File: src/rtl/ibex_pmp_csr_if.sv
// PMP CSR access bus: write strobe/address/data in, combinational read data and hit out.
// Latency: none (bundle of wires).
// Backpressure: none; every asserted write strobe is one access.

package ibex_pmp_pkg;

  typedef enum logic [1:0] {
    PMP_MODE_OFF   = 2'b00,
    PMP_MODE_TOR   = 2'b01,
    PMP_MODE_NA4   = 2'b10,
    PMP_MODE_NAPOT = 2'b11
  } pmp_cfg_mode_e;

  typedef struct packed {
    logic          lock;
    pmp_cfg_mode_e mode;
    logic          exec;
    logic          write;
    logic          read;
  } pmp_cfg_t;

  typedef struct packed {
    logic rlb;
    logic mmwp;
    logic mml;
  } pmp_mseccfg_t;

endpackage

interface ibex_pmp_csr_if;
  logic        csr_we_i;
  logic [11:0] csr_addr_i;
  logic [31:0] csr_wdata_i;
  logic [31:0] csr_rdata_o;
  logic        csr_hit_o;

  modport master (
    output csr_we_i, csr_addr_i, csr_wdata_i,
    input  csr_rdata_o, csr_hit_o
  );

  modport slave (
    input  csr_we_i, csr_addr_i, csr_wdata_i,
    output csr_rdata_o, csr_hit_o
  );
endinterface

File: src/rtl/ibex_pmp_csr.sv
// PMP CSR file: pmpcfg0-3, pmpaddr0-15, mseccfg/mseccfgh; optional rule-locking bypass via IBEX_PMP_RLB_EN.
// Latency: reads combinational; writes visible one cycle later, pmp_changed_o pulses the cycle after a real change.
// Backpressure: none; writes are accepted or silently dropped by the lock/legality rules.

module ibex_pmp_csr
  import ibex_pmp_pkg::*;
#(
  parameter int PMPNumRegions  = 4,
  parameter int PMPGranularity = 0
) (
  input  logic          clk_i,
  input  logic          rst_ni,
  ibex_pmp_csr_if.slave csr,
  output pmp_cfg_t      csr_pmp_cfg_o  [PMPNumRegions],
  output logic [33:0]   csr_pmp_addr_o [PMPNumRegions],
  output pmp_mseccfg_t  csr_pmp_mseccfg_o,
  output logic          pmp_changed_o
);

  localparam logic [11:0] CfgBase  = 12'h3A0;
  localparam logic [11:0] AddrBase = 12'h3B0;
  localparam logic [11:0] SecCfg   = 12'h747;
  localparam logic [11:0] SecCfgH  = 12'h757;

  function automatic logic [31:0] low_ones(int n);
    logic [31:0] m;
    m = '0;
    for (int b = 0; b < 32; b++) if (b < n) m[b] = 1'b1;
    return m;
  endfunction

  // Address bits below the granule: forced to 1 in NAPOT reads, 0 in OFF/TOR reads.
  localparam logic [31:0] NapotOnes = low_ones(PMPGranularity - 1);
  localparam logic [31:0] GranMask  = low_ones(PMPGranularity);

  function automatic pmp_cfg_t legalize(logic [7:0] b, logic mml);
    pmp_cfg_t c;
    c.lock  = b[7];
    c.mode  = pmp_cfg_mode_e'(b[4:3]);
    c.exec  = b[2];
    c.read  = b[0];
    c.write = mml ? b[1] : (b[1] & b[0]);
    if (PMPGranularity >= 1 && c.mode == PMP_MODE_NA4) c.mode = PMP_MODE_OFF;
    return c;
  endfunction

  function automatic logic [7:0] cfg_byte(pmp_cfg_t c);
    return {c.lock, 2'b00, c.mode, c.exec, c.write, c.read};
  endfunction

  pmp_cfg_t    cfg_q  [PMPNumRegions];
  pmp_cfg_t    cfg_d  [PMPNumRegions];
  pmp_cfg_t    wcfg   [PMPNumRegions];
  logic [31:0] addr_q [PMPNumRegions];
  logic [31:0] addr_d [PMPNumRegions];
  logic        mml_q, mml_d, mmwp_q, mmwp_d;
  logic        rlb;
  logic        changed_d, changed_q;
  logic [PMPNumRegions-1:0] locked, addr_locked, mml_reject;

`ifdef IBEX_PMP_RLB_EN
  logic rlb_q, rlb_d;
  logic any_lock;
  assign rlb = rlb_q;

  // Setting rlb is refused once any region has been locked.
  always_comb begin
    any_lock = 1'b0;
    for (int r = 0; r < PMPNumRegions; r++) any_lock = any_lock | cfg_q[r].lock;
  end
`else
  assign rlb = 1'b0;
`endif

  // Per-region lock state and legalized candidate cfg from the write data.
  always_comb begin
    for (int r = 0; r < PMPNumRegions; r++) begin
      locked[r]      = cfg_q[r].lock & ~rlb;
      addr_locked[r] = locked[r];
      wcfg[r]        = legalize(csr.csr_wdata_i[8*(r%4) +: 8], mml_q);
      mml_reject[r]  = mml_q & ~rlb & wcfg[r].lock &
                       ((wcfg[r].exec & ~(wcfg[r].read & wcfg[r].write)) |
                        (~wcfg[r].read & wcfg[r].write));
    end
    for (int r = 0; r < PMPNumRegions - 1; r++) begin
      addr_locked[r] = addr_locked[r] |
                       (locked[r+1] & (cfg_q[r+1].mode == PMP_MODE_TOR));
    end
  end

  // Next state: apply the single write of this cycle, checked against pre-write state.
  always_comb begin
    cfg_d  = cfg_q;
    addr_d = addr_q;
    mml_d  = mml_q;
    mmwp_d = mmwp_q;
`ifdef IBEX_PMP_RLB_EN
    rlb_d  = rlb_q;
`endif
    if (csr.csr_we_i) begin
      for (int r = 0; r < PMPNumRegions; r++) begin
        if (csr.csr_addr_i == CfgBase + 12'(r / 4) && !locked[r] && !mml_reject[r]) begin
          cfg_d[r] = wcfg[r];
        end
        if (csr.csr_addr_i == AddrBase + 12'(r) && !addr_locked[r]) begin
          addr_d[r] = csr.csr_wdata_i;
        end
      end
      if (csr.csr_addr_i == SecCfg) begin
        mml_d  = mml_q  | csr.csr_wdata_i[0];
        mmwp_d = mmwp_q | csr.csr_wdata_i[1];
`ifdef IBEX_PMP_RLB_EN
        if (!(csr.csr_wdata_i[2] && !rlb_q && any_lock)) rlb_d = csr.csr_wdata_i[2];
`endif
      end
    end
  end

  // Detect whether any stored bit will actually flip.
  always_comb begin
    changed_d = (mml_d != mml_q) || (mmwp_d != mmwp_q);
`ifdef IBEX_PMP_RLB_EN
    changed_d = changed_d || (rlb_d != rlb_q);
`endif
    for (int r = 0; r < PMPNumRegions; r++) begin
      changed_d = changed_d || (cfg_d[r] != cfg_q[r]) || (addr_d[r] != addr_q[r]);
    end
  end

  // State registers with asynchronous clear.
  always_ff @(posedge clk_i or negedge rst_ni) begin
    if (!rst_ni) begin
      for (int r = 0; r < PMPNumRegions; r++) begin
        cfg_q[r]  <= '0;
        addr_q[r] <= '0;
      end
      mml_q     <= 1'b0;
      mmwp_q    <= 1'b0;
      changed_q <= 1'b0;
`ifdef IBEX_PMP_RLB_EN
      rlb_q     <= 1'b0;
`endif
    end else begin
      for (int r = 0; r < PMPNumRegions; r++) begin
        cfg_q[r]  <= cfg_d[r];
        addr_q[r] <= addr_d[r];
      end
      mml_q     <= mml_d;
      mmwp_q    <= mmwp_d;
      changed_q <= changed_d;
`ifdef IBEX_PMP_RLB_EN
      rlb_q     <= rlb_d;
`endif
    end
  end

  // Combinational read mux; unimplemented regions and mseccfgh read as zero.
  always_comb begin
    csr.csr_rdata_o = '0;
    for (int r = 0; r < PMPNumRegions; r++) begin
      if (csr.csr_addr_i == CfgBase + 12'(r / 4)) begin
        csr.csr_rdata_o[8*(r%4) +: 8] = cfg_byte(cfg_q[r]);
      end
      if (csr.csr_addr_i == AddrBase + 12'(r)) begin
        csr.csr_rdata_o = (cfg_q[r].mode == PMP_MODE_NAPOT) ? (addr_q[r] | NapotOnes)
                                                             : (addr_q[r] & ~GranMask);
      end
    end
    if (csr.csr_addr_i == SecCfg) csr.csr_rdata_o = {29'b0, rlb, mmwp_q, mml_q};
  end

  assign csr.csr_hit_o = (csr.csr_addr_i >= CfgBase  && csr.csr_addr_i <= CfgBase + 12'h3) ||
                         (csr.csr_addr_i >= AddrBase && csr.csr_addr_i <= AddrBase + 12'hF) ||
                         (csr.csr_addr_i == SecCfg)  || (csr.csr_addr_i == SecCfgH);

  // Drive stored state to the PMP checker.
  always_comb begin
    for (int r = 0; r < PMPNumRegions; r++) begin
      csr_pmp_cfg_o[r]  = cfg_q[r];
      csr_pmp_addr_o[r] = {addr_q[r], 2'b00};
    end
  end

  assign csr_pmp_mseccfg_o = '{rlb: rlb, mmwp: mmwp_q, mml: mml_q};
  assign pmp_changed_o     = changed_q;

endmodule

File: src/flat_wrapper.sv
// flat-port wrapper written by rule: the top's interface ports become plain ports
module ibex_pmp_csr_flat import ibex_pmp_pkg::*;
#(
  parameter int PMPNumRegions  = 4,
  parameter int PMPGranularity = 0
)
  (clk_i, rst_ni, csr_pmp_cfg_o, csr_pmp_addr_o, csr_pmp_mseccfg_o, pmp_changed_o, csr_csr_we_i, csr_csr_addr_i, csr_csr_wdata_i, csr_csr_rdata_o, csr_csr_hit_o);
  ibex_pmp_csr_if csr_i ();
  input  logic clk_i;
  input  logic rst_ni;
  output pmp_cfg_t csr_pmp_cfg_o[PMPNumRegions];
  output logic [33:0] csr_pmp_addr_o[PMPNumRegions];
  output pmp_mseccfg_t csr_pmp_mseccfg_o;
  output logic pmp_changed_o;
  input wire logic [$bits(csr_i.csr_we_i)-1:0] csr_csr_we_i;
  input wire logic [$bits(csr_i.csr_addr_i)-1:0] csr_csr_addr_i;
  input wire logic [$bits(csr_i.csr_wdata_i)-1:0] csr_csr_wdata_i;
  output wire logic [$bits(csr_i.csr_rdata_o)-1:0] csr_csr_rdata_o;
  output wire logic [$bits(csr_i.csr_hit_o)-1:0] csr_csr_hit_o;
  assign csr_i.csr_we_i = csr_csr_we_i;
  assign csr_i.csr_addr_i = csr_csr_addr_i;
  assign csr_i.csr_wdata_i = csr_csr_wdata_i;
  assign csr_csr_rdata_o = csr_i.csr_rdata_o;
  assign csr_csr_hit_o = csr_i.csr_hit_o;
  ibex_pmp_csr #(.PMPNumRegions(PMPNumRegions), .PMPGranularity(PMPGranularity)) u_core (.clk_i(clk_i), .rst_ni(rst_ni), .csr(csr_i), .csr_pmp_cfg_o(csr_pmp_cfg_o), .csr_pmp_addr_o(csr_pmp_addr_o), .csr_pmp_mseccfg_o(csr_pmp_mseccfg_o), .pmp_changed_o(pmp_changed_o));
endmodule
File: config.mk
export PLATFORM = sky130hd
export DESIGN_NAME = ibex_pmp_csr_flat
export DESIGN_NICKNAME = d
export VERILOG_FILES = /design/src/rtl/ibex_pmp_csr_if.sv /design/src/rtl/ibex_pmp_csr.sv /design/src/flat_wrapper.sv
export SDC_FILE = /design/constraint.sdc
export NUM_CORES = 1
export LEC_CHECK = 0
export CAP_MARGIN = 10
export CORE_ASPECT_RATIO = 0.75
export CORE_MARGIN = 4
export CORE_UTILIZATION = 45
export DETAILED_ROUTE_END_ITERATION = 6
export GPL_TIMING_DRIVEN = 0
export PLACE_DENSITY_LB_ADDON = 0.3
export SLEW_MARGIN = 10
export SYNTH_ARGS = -nofsm -noshare
export SYNTH_HDL_FRONTEND = slang
export SYNTH_SLANG_ARGS = --single-unit
export TNS_END_PERCENT = 100
File: constraint.sdc
create_clock -name clk_i -period 6.75 [get_ports clk_i]
set_input_delay 2.025 -clock clk_i [delete_from_list [all_inputs] [get_ports clk_i]]
set_output_delay 2.025 -clock clk_i [all_outputs]
set_load 0.01 [all_outputs]
; ---- Word-level counts from Yosys, hierarchy flattened
; Cells that the tools add are included.
[totals]
in_bits = 47
reg_bits = 155
elab_cells = 159
out_inout_bits = 197
[op_classes]
order_cmp = 4
n_reduce_logical = 37
eq_ne = 20
n_bitwise = 44
muxes = 27
[op_table]
columns = cell, n
row1 = 32-bit 2-to-1 mux, 9
row2 = 128-bit 2-to-1 mux, 1
row3 = 32-bit inequality test, 4
row4 = 12-bit by 10-bit equality test with 1-bit output (second input constant), 5
row5 = 8-bit 2-to-1 mux, 4
row6 = 1-bit bitwise AND, 27
row7 = 12-bit by 11-bit equality test with 1-bit output (second input constant), 2
row8 = 12-bit by 10-bit >= comparator with 1-bit output (second input constant), 2
row9 = 12-bit by 10-bit <= comparator with 1-bit output (second input constant), 2
row10 = 24-bit 2-to-1 mux, 1
row11 = 6-bit 2-to-1 mux, 4
row12 = 6-bit inequality test, 4
row13 = 1-bit logical AND, 14
row14 = 1-bit logical OR, 12
row15 = 1-bit zero test, 11
row16 = 1-bit OR, 9
row17 = 1-bit 2-to-1 mux, 8
row18 = 1-bit NOT, 8
row19 = 2-bit by 1-bit equality test with 1-bit output (second input constant), 3
row20 = 1-bit inequality test, 2

; ---- Longest topological paths before layout
; Gate-level depths: netlist (run 1).
[logic_depth]
depth_word = 20
ltp_mapped = 9
ltp_nobuf = 6

; ---- Least setup slack after synthesis (run 1)
; Ideal clock, no wire load.
[synth_timing]
path_kind = input-to-output
start = input port csr_csr_addr_i[10]
end = output port csr_csr_rdata_o[24]
path_stages = 8
arrival_ns = 3.514
required_ns = 4.725
n_path_buf = 2
slack_ns = 1.211
path_cell_list = and4bb_2 > buf_6 > nand4_2 > or2_2 > clkbuf_1 > nand2_1 > a221oi_1 > o21ai_0
[synth_via]
elab_chain_len = 7
word_cells_on_any_way = 12
[synth_lines]
columns = element, line_no
row1 = from (decl), flat_wrapper.sv:16  ; input wire logic [$bits(csr_i.csr_addr_i)-1:0] csr_csr_addr_i;
row2 = 12-bit by 10-bit equality test with 1-bit output, ibex_pmp_csr.sv:164  ; if (csr.csr_addr_i == AddrBase + 12'(r)) begin
row3 = 32-bit 2-to-1 mux (3 in series), ibex_pmp_csr.sv:164
row4 = 8-bit 2-to-1 mux, ibex_pmp_csr.sv:161  ; if (csr.csr_addr_i == CfgBase + 12'(r / 4)) begin
row5 = 32-bit 2-to-1 mux, ibex_pmp_csr.sv:164
row6 = 32-bit 2-to-1 mux (*), ibex_pmp_csr.sv:169  ; if (csr.csr_addr_i == SecCfg) csr.csr_rdata_o = {29'b0, rlb, mmwp_q, mml_q};
row7 = to (decl), flat_wrapper.sv:18  ; output wire logic [$bits(csr_i.csr_rdata_o)-1:0] csr_csr_rdata_o;
; Every way passes the cells marked *; elsewhere a longest branch is shown, timed or not.

; ---- Final worst setup path (run 1)
[layout_timing]
start = input port csr_csr_addr_i[4]
end = output port csr_csr_rdata_o[10]
[layout_via]
elab_chain_len = 7
word_cells_on_any_way = 12
[layout_lines]
columns = element, line_no
row1 = 12-bit by 10-bit equality test with 1-bit output, ibex_pmp_csr.sv:164
row2 = 32-bit 2-to-1 mux, ibex_pmp_csr.sv:164
row3 = 8-bit 2-to-1 mux, ibex_pmp_csr.sv:161
row4 = 32-bit 2-to-1 mux (3 in series), ibex_pmp_csr.sv:164
row5 = 32-bit 2-to-1 mux (*), ibex_pmp_csr.sv:169
; Marked as above.

==> results of run 1 <==
## what timing repair did
item,4_1_cts,5_1_grt
pin swaps,1,3
gates resized for setup,13,21
setup buffers,1,6
endpoints found under the setup margin,31,26
hold endpoints to repair,0,0
## sequential cells by signal, indices dropped and copies added (netlist names)
register,cells
u_core.csr_pmp_cfg_o,24
u_core.mmwp_q,1
u_core.pmp_changed_o,1
u_core.csr_pmp_addr_o,128
u_core.mml_q,1
## routing by layer
| layer | vias up | share of wire, % | wire [um] | global-route usage, % |
|---|---|---|---|---|
| met5 | - | 0 | 0 | 0 |
| met4 | 0 | 3.3 | 1427 | 12.44 |
| met3 | 92 | 10 | 4506 | 10.23 |
| met2 | 607 | 42 | 18100 | 50.79 |
| met1 | 4525 | 45 | 19520 | 54.74 |
| li1 | 3735 | - | - | - |
## final timing paths
check	from	to	slack [ns]	depth (start not counted)
worst max-delay path	csr_csr_addr_i[4]	csr_csr_rdata_o[10]	0.003	8
worst max register to register	u_core.csr_pmp_addr_o[135]$_DFF_PN0_	u_core.pmp_changed_o$_DFF_PN0_	3.91	6
worst min register to register	u_core.csr_pmp_cfg_o[21]$_DFF_PN0_	u_core.csr_pmp_cfg_o[21]$_DFF_PN0_	0.56	2
max in group asynchronous	rst_ni	u_core.csr_pmp_addr_o[83]$_DFF_PN0_	4.36	2
min in group asynchronous	rst_ni	u_core.csr_pmp_addr_o[60]$_DFF_PN0_	1.52	1
worst min-delay path	u_core.csr_pmp_cfg_o[21]$_DFF_PN0_	u_core.csr_pmp_cfg_o[21]$_DFF_PN0_	0.56	2
## worst max-delay path, delay by kind of cell
kind | cells | cell delay [ns]
AND/OR/NAND/NOR | 3 | 0.85
AO/OA/AOI/OAI | 1 | 0.13
buffers and inverters | 4 | 1.71
## cells by family after synthesis
family / count (synthesis) / synth area share, %
compound gates: 168 / 13.94
xor+xnor: 67 / 6.309
buf+inv: 119 / 5.865
flops: 155 / 41.70
mux: 151 / 18.21
other cells: 1 / 0.04032
simple gates: 227 / 13.94
## final cells by class
class | count | area, um2 | area share, %
clock inverters | 12 | 187.7 | 1.485
multi-input cells | 622 | 4975 | 39.37
flip-flops and latches | 155 | 3879 | 30.70
plain buffers | 80 | 422.9 | 3.347
inverters | 36 | 135.1 | 1.070
clock buffers | 19 | 442.9 | 3.506
repair buffers | 225 | 2270 | 17.96
well taps | 258 | 322.8 | 2.555
## power breakdown
part | switching (mW) | internal (mW)
registers | 0.00750 | 0.932
logic | 0.137 | 0.0712
clock network | 0.429 | 0.633
total | 0.574 | 1.64
## cells in the final DEF (no fill, tap or decap), types with 10 or more instances in the layout
| cell type | count |
|---|---|
| clkdlybuf4s50_1 | 216 |
| dfrtp_1 | 155 |
| mux2_2 | 146 |
| xnor2_1 | 51 |
| nand2_1 | 50 |
| nand2b_1 | 36 |
| inv_1 | 34 |
| nor2b_1 | 30 |
| o21ai_0 | 28 |
| buf_2 | 27 |
| clkbuf_1 | 27 |
| nor2_1 | 21 |
| buf_4 | 21 |
| nand4_1 | 18 |
| o22ai_1 | 18 |
| clkbuf_16 | 17 |
| xor2_1 | 16 |
| a21oi_1 | 16 |
| a221o_1 | 16 |
| nor4_1 | 13 |
| nor3b_1 | 12 |
| a222oi_1 | 11 |
| o2111ai_1 | 10 |
==> results.yml, run 1 <==
status:
  status: "complete, but fails checks"
  violations: "DRC"
synth:
  syn_area_um2: 9301
  synth_area_leaders: "dfrtp_1, mux2_2, xnor2_1"
  avgSynthCellArea_um2: 10.47
  ys_seq_area_share_pct: 41.70
  yosysTopAreaCell: "dfrtp_1"
  ys_warn_count: 0
  synth_commonest_cells: "dfrtp_1, mux2_2, nand2_1, xnor2_1, nand2b_1"
  synth-edff-count: 0
  synth_top_area_share_pct: 41.70
  ys_seq_elements: 155
  synth_cell_type_count: 65
  syn_inst: 888
  yosysMostFrequentCell: "dfrtp_1"
  synthArstFlopShare_pct: 100.0
  synthFlopType: "dfrtp_1"
floorplan:
  dieArea_um2: 23060
  die_w_um: 174.0
  core_um2: 20270
  num_io_pins: 244
  fp.dieH_um: 132.5
  rows: 45
  initial_core_util_pct: 45.89
finish:
  final_cell_area_um2: 12630
  nFillCells: 1703
  nNetsFinal: 1184
  area_growth_pct: 35.84
  drive_gt1_share_pct: 22.45
  num_antenna_cells: 0
  layoutNonFillerInstCount: 1407
  post-route-util_pct: 62.33
hold_path:
  min-delay-path-class: "reg2reg"
place:
  dp_cells: 1372
  place_ws_ns: -0.7297
  io_buffers: 217
  dpl-instance-area_um2: 11860
  dp_hpwl_um: 33340
  gp_congestion: 0.9795
timing:
  post-route-period-util_pct: 99.95
  max_freq_ghz: 0.1482
  setup_slack_ns: 0.003056
  max_slew_margin_pct: 23.29
  hold_viol: 0
  skew_ns: 0.01093
  tightest_slew_ns: 1.122
  setup_viol: 0
  fin_tns_setup_ns: 0
  holdWs_ns: 0.5626
  period_needed_ns: 6.747
  rsz0062_at_grt: "yes"
  slew_viol_final: 0
clock_tree:
  root_buffer: "clkbuf_16"
  htree_levels: 4
  cts_tree: "yes"
  cts_buffers: 17
  clock_latency_ns: 0.43
  cts.sinks: 155
  cts_hold_buf: 0
  cts_max_path_buffers: 2
  clkTransAtPathRegs_ns: 0.06
worst_setup_path:
  slowest_stage: "clkdlybuf4s50_1"
  cp_data_required_time_ns: 4.72
  cp.arrival_ns: 4.72
  cpMostUsedCell: "clkdlybuf4s50_1"
  crit_type: "in2out"
  crit_path_start_kind: "primary input"
  cp_max_fo: 10
  cpPeakStageDelay_ns: 0.61
  worstSetupEndpointType: "primary output"
  critical_path.cell_chain: "clkdlybuf4s50_1 -> nor4bb_2 -> and3_1 -> buf_2 -> clkbuf_4 -> nand2_1 -> o221ai_1 -> clkdlybuf4s50_1"
drt:
  drtIter0Drc: 1300
  drt_wl_total_um: 43560
  route.vias.total: 8959
  drtAntennaViolNets: 0
  drc_errors: 1
  wire_per_inst_um: 30.96
  vias_per_cell: 6.367
  dr.pass1.iters: 7
power_and_ir_drop:
  irDropWorstVdd_mv: 0.1168
  power_mw: 2.210
  leakagePower_nw: 5.474
  pwr_density_cell_nw_per_um2: 175.0
grt:
  grt_pass1_vias: 8820
  grt_antenna_before_repair: 0
  grt_max_degree: 88
  grt_first_pass_wirelength_um: 61860
  grt_usage_pct: 36.60
  overflow: 0
run:
  cap_violations: 0
(Power assumes the default switching activity.)
==> run 2: changes to the inputs <==
Settings changed: CORE_MARGIN 4 to not set.
==> results.yml, run 2 (synthesis gave the netlist of run 1 again) <==
floorplan:
  dieArea_um2: 21250
  initial_core_util_pct: 45.89
  num_io_pins: 244
  fp.dieH_um: 126.5
  core_um2: 20270
  rows: 45
  die_w_um: 168.0
grt:
  grt_usage_pct: 39.29
  grt_pass1_vias: 8433
  overflow: 0
  grt_max_degree: 84
  grt_antenna_before_repair: 1
  grt_first_pass_wirelength_um: 59120
place:
  place_ws_ns: -0.6985
  io_buffers: 217
  gp_congestion: 1.025
  dp_hpwl_um: 31630
timing:
  post-route-period-util_pct: 99.65
  period_needed_ns: 6.727
  holdWs_ns: 0.5614
  rsz0062_at_grt: "yes"
  slew_viol_final: 0
  max_slew_margin_pct: 15.35
  setup_viol: 0
  hold_viol: 0
  skew_ns: 0.01172
  tightest_slew_ns: 1.238
  setup_slack_ns: 0.02334
  max_freq_ghz: 0.1487
  fin_tns_setup_ns: 0
drt:
  drtAntennaViolNets: 0
  drc_errors: 0
  dr.pass1.iters: 7
  drt_wl_total_um: 41740
  wire_per_inst_um: 29.75
  route.vias.total: 8974
  drtIter0Drc: 1142
  vias_per_cell: 6.396
hold_path:
  min-delay-path-class: "reg2reg"
worst_setup_path:
  crit_path_start_kind: "primary input"
  cpPeakStageDelay_ns: 0.67
  slowest_stage: "buf_1"
  cpLargestDelayFamily: "buffers and inverters"
  crit_buf_inv: 4
  crit_type: "in2out"
  cp_max_fo: 10
  critical_path.cell_chain: "clkbuf_1 -> buf_2 -> buf_1 -> mux2i_1 -> o21ai_0 -> a222oi_1 -> nand2_1 -> clkdlybuf4s50_1"
  cp.arrival_ns: 4.70
  worstSetupEndpointType: "primary output"
  cp_data_required_time_ns: 4.72
clock_tree:
  cts.sinks: 155
  cts_tree: "yes"
  htree_levels: 4
  cts_hold_buf: 0
  clkTransAtPathRegs_ns: 0.07
  root_buffer: "clkbuf_16"
  cts_max_path_buffers: 2
  cts_buffers: 17
  clock_latency_ns: 0.44
finish:
  num_antenna_cells: 0
  mostFrequentLayoutCell: "clkdlybuf4s50_1"
  drive_gt1_share_pct: 21.92
  area_growth_pct: 34.84
  final_cell_mix: "clkdlybuf4s50_1, dfrtp_1, mux2_2"
  nNetsFinal: 1179
  largest_register_ffs: 128
power_and_ir_drop:
  clockPowerShare_pct: 46.8
  irDropWorstVdd_mv: 0.1194
  pwr_density_cell_nw_per_um2: 171.9
  p_comb_share_pct: 9.6
  power_mw: 2.156
  seqPwrFrac_pct: 43.6
  p_switching_mw: 0.5882
  leakagePower_nw: 5.443
  swShare_pct: 27.28
  power.internal_mw: 1.568
status:
  status: "complete, no violations"
run:
  cap_violations: 0
run 2: power by group through the flow:
stage	logic (mW)	clock network, mW	registers (mW)
2_1_floorplan	0.0933	0	0.956
3_3_place_gp	0.195	0	0.958
3_5_place_dp	0.197	0	0.957
4_1_cts	0.200	1.00	0.940
5_1_grt	0.218	1.04	0.940
6_report	0.208	1.01	0.940
run 2: per-stage QoR:
stage	std cells	cell area, um2	utilization, %
after global placement	1371	11830	58.35
after CTS	1403	12500	61.65
after detailed placement	1372	11860	58.51
final	1403	12540	61.88
after floorplan	896	9331	-
after global routing	1403	12540	61.88
run 2: worst paths after layout:
check | end | cells past startpoint | slack [ns] | from
setup / recovery | csr_csr_rdata_o[0] | 8 | 0.02 | csr_csr_addr_i[1]
hold reg to reg | u_core.csr_pmp_cfg_o[22]$_DFF_PN0_ | 2 | 0.56 | u_core.csr_pmp_cfg_o[22]$_DFF_PN0_
min in group asynchronous | u_core.csr_pmp_addr_o[60]$_DFF_PN0_ | 1 | 1.52 | rst_ni
max in group asynchronous | u_core.csr_pmp_addr_o[122]$_DFF_PN0_ | 2 | 4.40 | rst_ni
hold / removal | u_core.csr_pmp_cfg_o[22]$_DFF_PN0_ | 2 | 0.56 | u_core.csr_pmp_cfg_o[22]$_DFF_PN0_
setup reg to reg | u_core.pmp_changed_o$_DFF_PN0_ | 6 | 3.76 | u_core.csr_pmp_addr_o[24]$_DFF_PN0_
run 2: routing by layer:
metal  global-route usage (%)  routed length, um  vias to the layer above
met5                        0                 13                        -
met1                    58.11              18760                     4520
li1                         -                  -                     3732
met3                    10.98               4568                       86
met4                    11.71               1096                        2
met2                    55.42              17310                      634
run 2: worst register-to-register path, stage by stage (launching register included):
cell and delay (ns):
dfrtp_1 0.56, nor2b_1 0.11, a2111oi_0 0.98, nand4_1 0.20, nor4_1 0.45, o221a_1 0.36, o2111ai_1 0.17
run 2: area by class of cell:
cell class | count | area [um2]
clock inverter | 13 | 156.4
buffer | 80 | 411.6
timing repair buffer | 220 | 2221
clock buffer | 19 | 442.9
sequential | 155 | 3879
multi-input combinational | 622 | 4974
tap | 258 | 322.8
fill | 1695 | 7727
inverter | 36 | 135.1
run 2: timing repair:
action,in CTS,in global routing
pin swaps,2,1
gates cloned,0,0
setup buffers,1,1
resized for setup,15,11
endpoints found under the setup margin,27,23
==> run 3: changes to the inputs <==
Settings changed: CORE_MARGIN set to 4.
Clock period 6.75 ns to 8.44 ns, I/O delays scaled along.
==> results.yml, run 3 (synthesis gave the netlist of run 1 again) <==
timing:
  tightest_slew_ns: 1.157
  max_slew_margin_pct: 20.89
  post-route-period-util_pct: 98.50
  skew_ns: 0.01065
  slew_viol_final: 0
  max_freq_ghz: 0.1203
  setup_viol: 0
  period_needed_ns: 8.313
  rsz0062_at_grt: "no"
  hold_viol: 0
power_and_ir_drop:
  seqPwrFrac_pct: 42.6
  power.internal_mw: 1.308
  irDropWorstVdd_mv: 0.09272
  leakagePower_nw: 5.416
  p_comb_share_pct: 9.3
  pwr_density_cell_nw_per_um2: 141.1
  clockPowerShare_pct: 48.1
  p_switching_mw: 0.4567
  swShare_pct: 25.88
worst_setup_path:
  cp.arrival_ns: 5.78
  crit_path_start_kind: "primary input"
  cp_max_fo: 10
  worstSetupEndpointType: "primary output"
  critical_path.cell_chain: "clkdlybuf4s50_1 -> nor3b_2 -> and3_1 -> and3_1 -> clkbuf_1 -> clkbuf_1 -> a222oi_1 -> nand2_1 -> clkdlybuf4s50_1"
  crit_buf_inv: 4
  crit_type: "in2out"
  cpPeakStageDelay_ns: 0.57
  cpLargestDelayFamily: "buffers and inverters"
  cp_data_required_time_ns: 5.91
  slowest_stage: "clkdlybuf4s50_1"
grt:
  grt_pass1_vias: 8819
  grt_usage_pct: 36.58
  grt_first_pass_wirelength_um: 61780
  grt_antenna_before_repair: 0
  overflow: 0
  grt_max_degree: 88
floorplan:
  fp.dieH_um: 132.5
  core_um2: 20270
  rows: 45
  die_w_um: 174.0
  dieArea_um2: 23060
  initial_core_util_pct: 45.89
  num_io_pins: 244
finish:
  final_cell_mix: "clkdlybuf4s50_1, dfrtp_1, mux2_2"
  num_antenna_cells: 0
  area_growth_pct: 34.44
  multiInputGateArea_um2: 4921
  mostFrequentLayoutCell: "clkdlybuf4s50_1"
  layoutNonFillerInstCount: 1403
  largest_register_ffs: 128
  final_cell_area_um2: 12500
  drive_gt1_share_pct: 20.87
  nNetsFinal: 1180
  seqCellArea_um2: 3879
  nFillCells: 1726
place:
  dp_cells: 1372
  dpl-instance-area_um2: 11860
  io_buffers: 217
  gp_congestion: 0.9795
  dp_hpwl_um: 33340
clock_tree:
  cts_tree: "yes"
  cts_max_path_buffers: 2
  clkTransAtPathRegs_ns: 0.07
  cts_buffers: 17
  root_buffer: "clkbuf_16"
  clock_latency_ns: 0.43
  cts_hold_buf: 0
  htree_levels: 4
  cts.sinks: 155
status:
  status: "complete, no violations"
drt:
  dr.pass1.iters: 5
  vias_per_cell: 6.398
  drc_errors: 0
  drtIter0Drc: 1264
  drtAntennaViolNets: 0
  drt_wl_total_um: 43220
  route.vias.total: 8976
  wire_per_inst_um: 30.81
hold_path:
  min-delay-path-class: "reg2reg"
run:
  cap_violations: 0
## run 3: cell types whose count changed in the layout (fill, tap and decap cells not counted), sizes merged, moves of 2 or more
cell	previous run	this run
clkbuf	47	51
inv	42	39
buf	56	53
clkdlybuf4s50	214	216
bufinv	2	4
## run 3: stage by stage
stage               setup WS [ns]  utilization, %  power, mW  hold WS, ns  setup TNS, ns
floorplan                   1.887               -     0.8395       0.4892              0
global placement           -1.596           58.35     0.9224       0.5225        -243.96
detailed placement       -0.05370           58.51     0.9240       0.5332        -0.1108
CTS                       0.04205           61.66      1.762       0.5529              0
global route              0.02489           61.69      1.810       0.5826              0
finish                     0.1268           61.69      1.765       0.5615              0
## run 3: what timing repair did
| action | 4_1_cts | 5_1_grt |
|---|---|---|
| gates resized for setup | 2 | 3 |
| pin swaps | 0 | 1 |
| endpoints found under the setup margin | 7 | 3 |
| setup buffers | 0 | 0 |
## run 3: per-layer routing
layer / global-route usage [%] / part of all wire (%)
met5: 0 / 0
met4: 12.66 / 3.6
met3: 10.37 / 10
met2: 50.34 / 41
met1: 54.87 / 45
## run 3: worst reg2reg max path, stage by stage (launching register included)
cell,delay [ns]
dfrtp_1,0.45
nor2b_1,0.16
a2111oi_0,0.97
nand4_1,0.22
nor4_1,0.44
o221a_1,0.33
o2111ai_1,0.16
## run 3: power by group through the flow
stage	clock [mW]	sequential (mW)	combinational (mW)
after floorplan	0	0.765	0.0746
after global placement	0	0.766	0.157
after detailed placement	0	0.765	0.159
after CTS	0.851	0.751	0.160
after global routing	0.885	0.752	0.173
final	0.849	0.752	0.164
## run 3: final timing paths
path	start	endpoint	slack (ns)	cells past startpoint
worst max-delay path	csr_csr_addr_i[4]	csr_csr_rdata_o[22]	0.13	9
worst min-delay path	u_core.mmwp_q$_DFF_PN0_	u_core.mmwp_q$_DFF_PN0_	0.56	1
worst max register to register	u_core.csr_pmp_addr_o[23]$_DFF_PN0_	u_core.pmp_changed_o$_DFF_PN0_	5.55	6
worst min register to register	u_core.mmwp_q$_DFF_PN0_	u_core.mmwp_q$_DFF_PN0_	0.56	1
max in group asynchronous	rst_ni	u_core.csr_pmp_addr_o[83]$_DFF_PN0_	5.54	2
min in group asynchronous	rst_ni	u_core.csr_pmp_addr_o[60]$_DFF_PN0_	2.04	1
## run 3: layout make-up
cell class | instances | share of cell area (%)
clock inverter | 12 | 1.501
buffer | 83 | 3.292
timing repair buffer | 218 | 17.63
inverter | 36 | 1.081
multi-input combinational | 622 | 39.35
tap | 258 | 2.582
sequential | 155 | 31.02
clock buffer | 19 | 3.542
